--- config.mk ---
export PLATFORM = sky130hd
export DESIGN_NAME = experience
export DESIGN_NICKNAME = d
export VERILOG_FILES = /design/src/rtl/experience.sv
export SDC_FILE = /design/constraint.sdc
export NUM_CORES = 1
export LEC_CHECK = 0
export ABC_AREA = 1
export BUFFER_PORTS_ARGS = -buffer_cell sky130_fd_sc_hd__buf_4
export CAP_MARGIN = 10
export CORE_MARGIN = 5
export CORE_UTILIZATION = 45
export DETAILED_ROUTE_END_ITERATION = 12
export GPL_ROUTABILITY_DRIVEN = 0
export GPL_TIMING_DRIVEN = 0
export PLACE_DENSITY_LB_ADDON = 0.25
export REMOVE_ABC_BUFFERS = 1
export SLEW_MARGIN = 15
export SYNTH_ARGS = -nofsm -noshare
export SYNTH_HDL_FRONTEND = slang
export SYNTH_SLANG_ARGS = --single-unit
export TNS_END_PERCENT = 100
--- constraint.sdc ---
create_clock -name mclk -period 2.2 [get_ports mclk]
set_clock_uncertainty 0.15 [all_clocks]
set_input_delay 0.66 -clock mclk [delete_from_list [all_inputs] [get_ports mclk]]
set_output_delay 0.66 -clock mclk [all_outputs]
set_load 0.1 [all_outputs]
--- src/rtl/experience.sv ---
// Multi-channel edge capture: per-channel synchroniser, selectable edge detect,
// saturating pending counters, drained round-robin through a registered event slot.
module experience #(
    parameter int NCH  = 3,
    parameter int CW   = 4,
    parameter int SYNC = 2
) (
    input  logic                                     mclk,
    input  logic                                     resetb,
    input  logic                                     enable,
    input  logic                                     clr,
    input  logic [1:0]                               edge_sel,
    input  logic [NCH-1:0]                           chan_in,
    input  logic                                     evt_ready,
    output logic                                     evt_valid,
    output logic [((NCH > 1) ? $clog2(NCH) : 1)-1:0] evt_chan,
    output logic [CW-1:0]                            evt_count,
    output logic [NCH-1:0]                           level,
    output logic [NCH-1:0]                           overflow
);
    localparam int CHW = (NCH > 1) ? $clog2(NCH) : 1;
    localparam logic [CW-1:0] PEND_MAX = {CW{1'b1}};

    logic [NCH-1:0] sync_q [SYNC];
    logic [NCH-1:0] sync_d [SYNC];
    logic [NCH-1:0] prev_q, prev_d;
    logic [CW-1:0]  pend_q [NCH];
    logic [CW-1:0]  pend_d [NCH];
    logic [NCH-1:0] ovf_q, ovf_d;
    logic [CHW-1:0] rr_ptr_q, rr_ptr_d;
    logic           evt_valid_q, evt_valid_d;
    logic [CHW-1:0] evt_chan_q, evt_chan_d;
    logic [CW-1:0]  evt_count_q, evt_count_d;

    logic [NCH-1:0] lvl, rise, fall, det, cnt_ev;
    logic           load_ok, grant_found;
    logic [CHW-1:0] grant_idx;
    int             scan_j;

    always_comb begin
        sync_d[0] = chan_in;
        for (int i = 1; i < SYNC; i++) sync_d[i] = sync_q[i-1];
    end

    assign lvl    = sync_q[SYNC-1];
    assign prev_d = lvl;
    assign rise   = lvl & ~prev_q;
    assign fall   = ~lvl & prev_q;

    always_comb begin
        case (edge_sel)
            2'b00:   det = rise;
            2'b01:   det = fall;
            2'b10:   det = rise | fall;
            default: det = '0;
        endcase
    end

    assign cnt_ev = det & {NCH{enable & ~clr}};

    // First pending channel at or after rr_ptr, wrapping; lowest offset wins.
    always_comb begin
        grant_found = 1'b0;
        grant_idx   = '0;
        scan_j      = 0;
        for (int i = NCH - 1; i >= 0; i--) begin
            scan_j = int'(rr_ptr_q) + i;
            if (scan_j >= NCH) scan_j = scan_j - NCH;
            if (pend_q[scan_j] != '0) begin
                grant_found = 1'b1;
                grant_idx   = CHW'(scan_j);
            end
        end
    end

    // Event port: a transfer happens on a rising mclk when evt_valid and evt_ready
    // are both 1; while evt_valid is 1 and evt_ready is 0 the slot contents hold.
    always_comb begin
        load_ok     = !evt_valid_q || evt_ready;
        pend_d      = pend_q;
        ovf_d       = ovf_q;
        rr_ptr_d    = rr_ptr_q;
        evt_valid_d = evt_valid_q;
        evt_chan_d  = evt_chan_q;
        evt_count_d = evt_count_q;

        for (int c = 0; c < NCH; c++) begin
            if (cnt_ev[c]) begin
                if (pend_q[c] == PEND_MAX) ovf_d[c] = 1'b1;
                else                       pend_d[c] = pend_q[c] + 1'b1;
            end
        end

        if (load_ok) begin
            if (grant_found) begin
                evt_valid_d       = 1'b1;
                evt_chan_d        = grant_idx;
                evt_count_d       = pend_q[grant_idx];
                pend_d[grant_idx] = cnt_ev[grant_idx] ? CW'(1) : '0;
                ovf_d[grant_idx]  = ovf_q[grant_idx];
                rr_ptr_d          = (grant_idx == CHW'(NCH - 1)) ? '0 : grant_idx + 1'b1;
            end else begin
                evt_valid_d = 1'b0;
            end
        end

        // Clear beats both counting and the grant's counter reload.
        if (clr) begin
            pend_d = '{default: '0};
            ovf_d  = '0;
        end
    end

    always_ff @(posedge mclk or posedge resetb) begin
        if (resetb) begin
            sync_q      <= '{default: '0};
            prev_q      <= '0;
            pend_q      <= '{default: '0};
            ovf_q       <= '0;
            rr_ptr_q    <= '0;
            evt_valid_q <= 1'b0;
            evt_chan_q  <= '0;
            evt_count_q <= '0;
        end else begin
            sync_q      <= sync_d;
            prev_q      <= prev_d;
            pend_q      <= pend_d;
            ovf_q       <= ovf_d;
            rr_ptr_q    <= rr_ptr_d;
            evt_valid_q <= evt_valid_d;
            evt_chan_q  <= evt_chan_d;
            evt_count_q <= evt_count_d;
        end
    end

    assign evt_valid = evt_valid_q;
    assign evt_chan  = evt_chan_q;
    assign evt_count = evt_count_q;
    assign level     = lvl;
    assign overflow  = ovf_q;

endmodule

### Word-level counts from Yosys, hierarchy flattened

Cells that the tools add are included.

* flip-flop bits (word level): 33
* word-level logic and storage cells: 110
* memories: 0
* bits of input ports: 10
* output and inout port bits: 13
* bits in latches: 0
* bits in read-only memories: 0
* RAM bits: 0

* mux-type cells: 53
* multipliers: 0
* divide/modulo/power cells: 0
* equality and inequality tests: 6
* add/subtract/negate cells: 9
* shift operators: 0
* bitwise operators: 12
* magnitude comparators: 10
* reductions and logical operators: 9

Operators by type and width (count)
* $ge A32 B3 Y1 const B: 3
* $mux W32: 3
* $not A32 Y32: 3
* $mux W4: 15
* $mux W12: 3
* $bmux W4 S2: 4
* $mux W1: 14
* $add A4 B1 Y4 const B: 3
* $bwmux W12: 1
* $eq A4 B4 Y1 const B: 3
* $reduce_bool A4 Y1: 3
* $and A3 B3 Y3: 3
* $mux W3: 3
* $pmux W3 S3: 1
* $demux W4 S2: 1
* $mux W2: 4
* $sub A3 B2 Y4 const B: 2
* $ge A3 B2 Y1 const B: 2
* $not A3 Y3: 2
* $bmux W1 S2: 2
* $eq A2 B2 Y1 const B: 2
* $add A2 B1 Y3 const B: 1
* $add A2 B2 Y3 const B: 1
* $bwmux W3: 1
* 18 further kinds: 19

### Logic depth before layout (Yosys ltp)

Gate-level depths: netlist (run 1).

* depth after elaboration: 20
* mapped depth: 16
* depth with buffers taken out: 16

### Least setup slack after synthesis (run 1)

Ideal clock, no wire load.

* path type: reg2reg
* start: register sync_q, in the netlist level[1]
* end: register pend_q[4] (netlist name)
* data required time: 1.933 ns
* cell stages (with the launch flop): 9
* data arrival time: 2.083 ns
* setup slack: -0.151 ns
* path through: dfrtp_1 -> inv_1 -> ha_1 -> o211ai_1 -> nand2_1 -> nor2_1 -> xor2_1 -> nand3b_1 -> nand2_1

RTL lines
* start, declared: line 24 `logic [NCH-1:0] sync_q [SYNC];`
* start signal, assigned: line 125 `sync_q <= sync_d;`
* end signal, assigned: line 127 `pend_q <= pend_d;`
* end, declared: line 27 `logic [CW-1:0] pend_q [NCH];`

==> run_results.csv, run 1 <==
group,metric,value,unit
floorplan,ioPinCount,23,
synthesis,synth_edf_count,0,
floorplan,start_util,47.0,%
cells_and_area,final_cells,346,
timing,setup_ws,8.85,ps
cells_and_area,num-nets-final,315,
timing,setup_viol,0,
clock_tree,tritoncts,"yes",
place,dpl.cell_count,328,
grt,grt.busiest_layer,"met2",
drt,drt_iter0_markers,108,
timing,tightest_slew,693,ps
synthesis,netlist_instances,254,
synthesis,synth-compound-area-share,11.9,%
cells_and_area,drive_above_1_share,30.6,%
timing,rsz0062_at_grt,"true",
clock_tree,cts_buffers,5,
drt,drtPass1Iterations,4,
job,maxCapViolCount,0,
clock_tree,cts_buffer_depth,2,
synthesis,synthArstFlopShare,100,%
cells_and_area,layout_commonest_cell,"nand2_1",
clock_tree,cts.htree.levels,2,
clock_tree,cts_root_buf,"clkbuf_8",
timing,finalHoldViolCount,0,
min_path,min_path_type,"flip-flop to flip-flop",
setup_path,cp-end-kind,"flip-flop",
grt,grt_max_degree,34,
place,dp_slack,-70.7,ps
timing,slew_violations,0,
synthesis,ys_types,34,
floorplan,core.rowCount,24,
timing,slew-limit-headroom,53.7,%
timing,fmax,456,MHz
cells_and_area,final_util,58.8,%
cells_and_area,fill_cells,398,
synthesis,yosys_warnings,0,
place,port_buffers,22,
clock_tree,clock_latency,290,ps
cells_and_area,diodes,0,
floorplan,die_h,77.9,um
grt,met1_usage,21.3,%
synthesis,ys_ff_latch,33,
cells_and_area,ff_latch_area,826,um2
synthesis,synth-seq-area-share,39.8,%
grt,use_met3,4.40,%
drt,vias_per_cell,5.31,
drt,wl_per_cell,13.9,um
grt,grt_pass1_vias,1724,
timing,whs,201,ps
grt,antenna_found_initial,0,
synthesis,synth_top_family_by_area,"simple AND/OR/NAND/NOR gates",
floorplan,dieArea,0.00606,mm2
setup_path,crit_fanout,4,
synthesis,muxShareOfSynthArea,1.45,%
synthesis,synth-xor-area-share,2.96,%
drt,drc_errors,0,
run_status,status,"completed",
synthesis,yosys.area_share.adder,7.24,%
floorplan,die_w,77.9,um
timing,period_minus_slack,2190,ps
synthesis,ys.flop_type,"dfrtp_1",
drt,wirelength,4.80,mm
synthesis,synth_area,0.00207,mm2
grt,met2_usage,27.5,%
synthesis,synthSimpleGateAreaFrac,30.4,%
place,dpl.hpwl,3.43,mm
grt,grtUsageTotal,16.6,%
clock_tree,clock_sinks,33,
setup_path,arrival,2230,ps
grt,grt_pass1_wl,8.07,mm
setup_path,cp.required,2240,ps
synthesis,avgSynthCellArea,8.16,um2
setup_path,critPathLaunchType,"flip-flop",
drt,vias,1837,
floorplan,coreArea,0.00441,mm2
timing,finalCritPeriodShare,99.6,%
clock_tree,path_clk_slew,80,ps
setup_path,critPathKind,"flip-flop to flip-flop",
drt,postRouteAntennaNets,0,
cells_and_area,area_growth,25.2,%
cells_and_area,multi_input_area,0.00122,mm2
grt,overflow,0,
cells_and_area,mostFrequentLayoutCells,"38 x nand2_1, 33 x dfrtp_1, 31 x buf_4, 27 x nor2_1",
cells in the mapped netlist (all sizes together), types with 2 or more instances:
| cell | count | area share [%] |
|---|---|---|
| xor2 | 2 | 0.85 |
| nor3 | 3 | 0.97 |
| o31ai | 2 | 0.72 |
| o211ai | 3 | 1.1 |
| a21oi | 9 | 3.3 |
| o21ai | 14 | 4.1 |
| nand2 | 61 | 14 |
| nand3 | 27 | 6.8 |
| xnor2 | 5 | 2.1 |
| a22oi | 4 | 1.4 |
| ha | 12 | 7.2 |
| dfrtp | 33 | 40 |
| mux2i | 3 | 1.4 |
| nor2 | 35 | 7.9 |
| inv | 34 | 6.2 |
area by class of cell:
cell class / instances / area share, %
Tap cell: 52 / 2.51
Sequential cell: 33 / 31.8
Clock buffer: 6 / 3.18
Inverter: 34 / 4.92
Clock inverter: 2 / 1.45
Multi-Input combinational cell: 188 / 47.2
Timing Repair Buffer: 31 / 8.96
logic make-up (layout without fill, tap and decap cells):
kind of cell               after synthesis  count (layout)
muxes                                    3               3
buffers and inverters                   34              73
AOI/OAI and AO/OA                       36              36
xor gates and xnor gates                 7               7
DFF                                     33              33
adders and majority gates               12              12
and+or+nand+nor                        129             130
registers in the layout (all words and copies together), names as in the netlist:
register and cells:
rr_ptr_q 2, pend_q 12, evt_chan 2, overflow 3, sync_d 3, level 3
evt_valid 1, evt_count 4, prev_q 3
layer usage:
layer / share of wire [%] / wire [um]
met4: 0.88 / 42
met2: 52 / 2490
met5: 0 / 0
met1: 42 / 2030
met3: 5.0 / 241
critical path, stage by stage (launching register included):
cell and delay [ps]:
dfrtp_1 410, inv_2 80, ha_4 290, nor2_2 40, nand3_1 90, nand2_2 90, inv_2 70, nand2_2 70
nand2_2 60, nand2_2 70, buf_4 140, a21boi_0 230, nand4_1 170, inv_1 80, nor2_1 40
repair_timing:
| action | 4_1_cts | 5_1_grt |
|---|---|---|
| hold buffers | 0 | 0 |
| buffers inserted | 1 | 8 |
| endpoints found under the hold margin | 0 | 0 |
| gates cloned | 0 | 1 |
| pin swaps | 1 | 18 |
| resized for setup | 3 | 26 |
| setup endpoints to repair | 14 | 20 |
path summary, 6_finish.rpt:
check	startpoint	to	slack, ps	depth (start not counted)
worst max register to register	rr_ptr_q[0]	pend_q[0]	9	14
min in group asynchronous	resetb	pend_q[5]	330	2
worst min register to register	sync_d[0]	level[0]	200	0
worst min-delay path	sync_d[0]	level[0]	200	0
worst max-delay path	rr_ptr_q[0]	pend_q[0]	9	14
max in group asynchronous	resetb	overflow[0]	1120	2
metrics by stage:
stage / setup TNS (ps) / area, um2
final: 0 / 2600
after global routing: -1710 / 2600
after CTS: 0 / 2450
after detailed placement: -675 / 2300
after global placement: -488 / 2300
after floorplan: -683 / 2070
Power of run 1 is left out: the tool's default activity adds up to more than one toggle a clock period on the data nets, which glitch-free logic cannot reach.
==> run 2, diff against run 1 <==
--- a/config.mk
+++ b/config.mk
@@ -10,10 +10,11 @@
 export CAP_MARGIN = 10
 export CORE_MARGIN = 5
 export CORE_UTILIZATION = 45
+export CTS_BUF_LIST = sky130_fd_sc_hd__clkbuf_4 sky130_fd_sc_hd__clkbuf_8 sky130_fd_sc_hd__clkbuf_16
 export DETAILED_ROUTE_END_ITERATION = 12
 export GPL_ROUTABILITY_DRIVEN = 0
 export GPL_TIMING_DRIVEN = 0
-export PLACE_DENSITY_LB_ADDON = 0.25
+export PLACE_DENSITY = 0.7
 export REMOVE_ABC_BUFFERS = 1
 export SLEW_MARGIN = 15
 export SYNTH_ARGS = -nofsm -noshare
==> run 2 against run 1 <==
  * Flip-flop and latch count is the same
  * Sequential share of layout area shrank 0.11 points
  * Wire length shrank 4.5%
  * Worst setup slack gained 85 ps
  * Via count shrank 0.87%
  * Utilization grew 0.20 points
  * Critical path depth shrank 1
  * Worst hold slack gained 3.8 ps
  * Die area is the same
  * First-iteration DRC count shrank 24%
==> run_results.csv, run 2 (same netlist as run 1, synthesis figures left out) <==
group,metric,value,unit
drt,wl_per_cell,13.2,um
floorplan,dieArea,0.00606,mm2
clock_tree,hold_buffers,0,
cells_and_area,largest_reg_flops,12,
timing,fmax,475,MHz
setup_path,reg2reg_from,"rr_ptr_q[0]",
setup_path,critical_path.slowest_cell,"dfrtp_1",
setup_path,critPathBufInv,3,
clock_tree,clock_sinks,33,
clock_tree,tritoncts,"yes",
timing,whs,204,ps
drt,drt_iter0_markers,82,
cells_and_area,num-nets-final,318,
grt,grtUsageTotal,15.3,%
min_path,holdCritStartpoint,"sync_d[1]",
job,maxCapViolCount,0,
run_status,status,"completed",
setup_path,cp.required,2220,ps
setup_path,critPathMaxStageDelay,400,ps
drt,drc_errors,0,
drt,drtPass1Iterations,6,
setup_path,reg2regPathDepth,13,
timing,finalCritPeriodShare,95.7,%
grt,grt_pass1_wl,7.60,mm
setup_path,rrSetupSlack,90,ps
clock_tree,cts_buffers,5,
floorplan,coreArea,0.00441,mm2
timing,finalHoldViolCount,0,
setup_path,cpMostUsedCell,"inv_2",
floorplan,start_util,47.0,%
grt,overflow,0,
place,dp_slack,-67.6,ps
setup_path,cp-end-kind,"flip-flop",
min_path,hold_end,"level[1]",
clock_tree,cts_buffer_depth,2,
setup_path,crit_start,"rr_ptr_q[0]",
drt,vias_per_cell,5.23,
floorplan,ioPinCount,23,
cells_and_area,multi_input_area,0.00122,mm2
setup_path,reg2reg_to,"pend_q[10]",
timing,rsz0062_at_grt,"true",
cells_and_area,drive_above_1_share,31.1,%
timing,slew-limit-headroom,54.5,%
clock_tree,path_clk_slew,70,ps
drt,wirelength,4.59,mm
cells_and_area,mostFrequentLayoutCells,"41 x nand2_1, 34 x buf_4, 33 x dfrtp_1, 26 x nor2_1, 25 x nand3_1",
clock_tree,cts.htree.levels,2,
cells_and_area,diodes,0,
grt,grt_pass1_vias,1664,
grt,grt_max_degree,34,
cells_and_area,ff_latch_area,826,um2
place,dpl.cell_count,328,
timing,period_minus_slack,2110,ps
timing,setup_ws,94.3,ps
setup_path,critPathKind,"flip-flop to flip-flop",
setup_path,cp_num_cells,13,
timing,setup_viol,0,
cells_and_area,fill_cells,412,
place,port_buffers,22,
setup_path,arrival,2130,ps
floorplan,core.rowCount,24,
setup_path,cpLargestDelayFamily,"simple AND/OR/NAND/NOR gates",
cells_and_area,layout_commonest_cell,"nand2_1",
cells_and_area,final_cells,348,
grt,antenna_found_initial,0,
cells_and_area,largest-register,"pend_q",
drt,vias,1821,
setup_path,crit_fanout,8,
setup_path,path_cells,"inv_2 -> ha_4 -> inv_2 -> nor2_2 -> nand2_1 -> nand2_2 -> nor2_2 -> a21oi_4 -> nand2_8 -> nor2_4 -> nor2_4 -> inv_2 -> nor2_1",
floorplan,die_w,77.9,um
timing,slew_violations,0,
cells_and_area,area_growth,25.6,%
drt,postRouteAntennaNets,0,
place,dpl.hpwl,3.39,mm
clock_tree,clock_latency,290,ps
min_path,hold_path_depth,0,
timing,tightest_slew,682,ps
clock_tree,cts_root_buf,"clkbuf_8",
floorplan,die_h,77.9,um
min_path,min_path_type,"flip-flop to flip-flop",
setup_path,critPathLaunchType,"flip-flop",
[run 2: worst max-delay path by stage]
stage                     slack, ps           to
after floorplan                -150    pend_q[4]
after global placement          -40  overflow[1]
after detailed placement        -70    pend_q[4]
after CTS                        10   pend_q[10]
after global routing            -50    pend_q[9]
final                            90   pend_q[10]
[run 2: cell type report]
type	instances	share of cell area (%)
Multi-Input combinational cell	188	46.9
Sequential cell	33	31.7
Timing Repair Buffer	34	9.80
Inverter	34	5.14
Clock buffer	5	2.64
Tap cell	52	2.50
Clock inverter	2	1.34
[run 2: layer usage]
metal / routed length, um / part of all wire, % / GRT usage (%)
met1: 2070 / 45 / 20.9
met2: 2240 / 49 / 24.2
met3: 209 / 4.6 / 3.36
met4: 68 / 1.5 / 4.64
met5: 0 / 0 / 0
[run 2: per-stage QoR]
step	area, um2	util [%]	setup TNS [ps]
after detailed placement	2300	52.2	-611
after global placement	2300	52.2	-241
after global routing	2610	59.0	-373
after floorplan	2070	-	-683
after CTS	2440	55.3	0
final	2610	59.0	0
[run 2: repair_timing]
action	in CTS	in global routing
gates resized for setup	3	27
setup endpoints to repair	14	23
setup buffers	2	10
pin swaps	2	15
cloned	0	1
Power of run 2 is left out for the same reason.
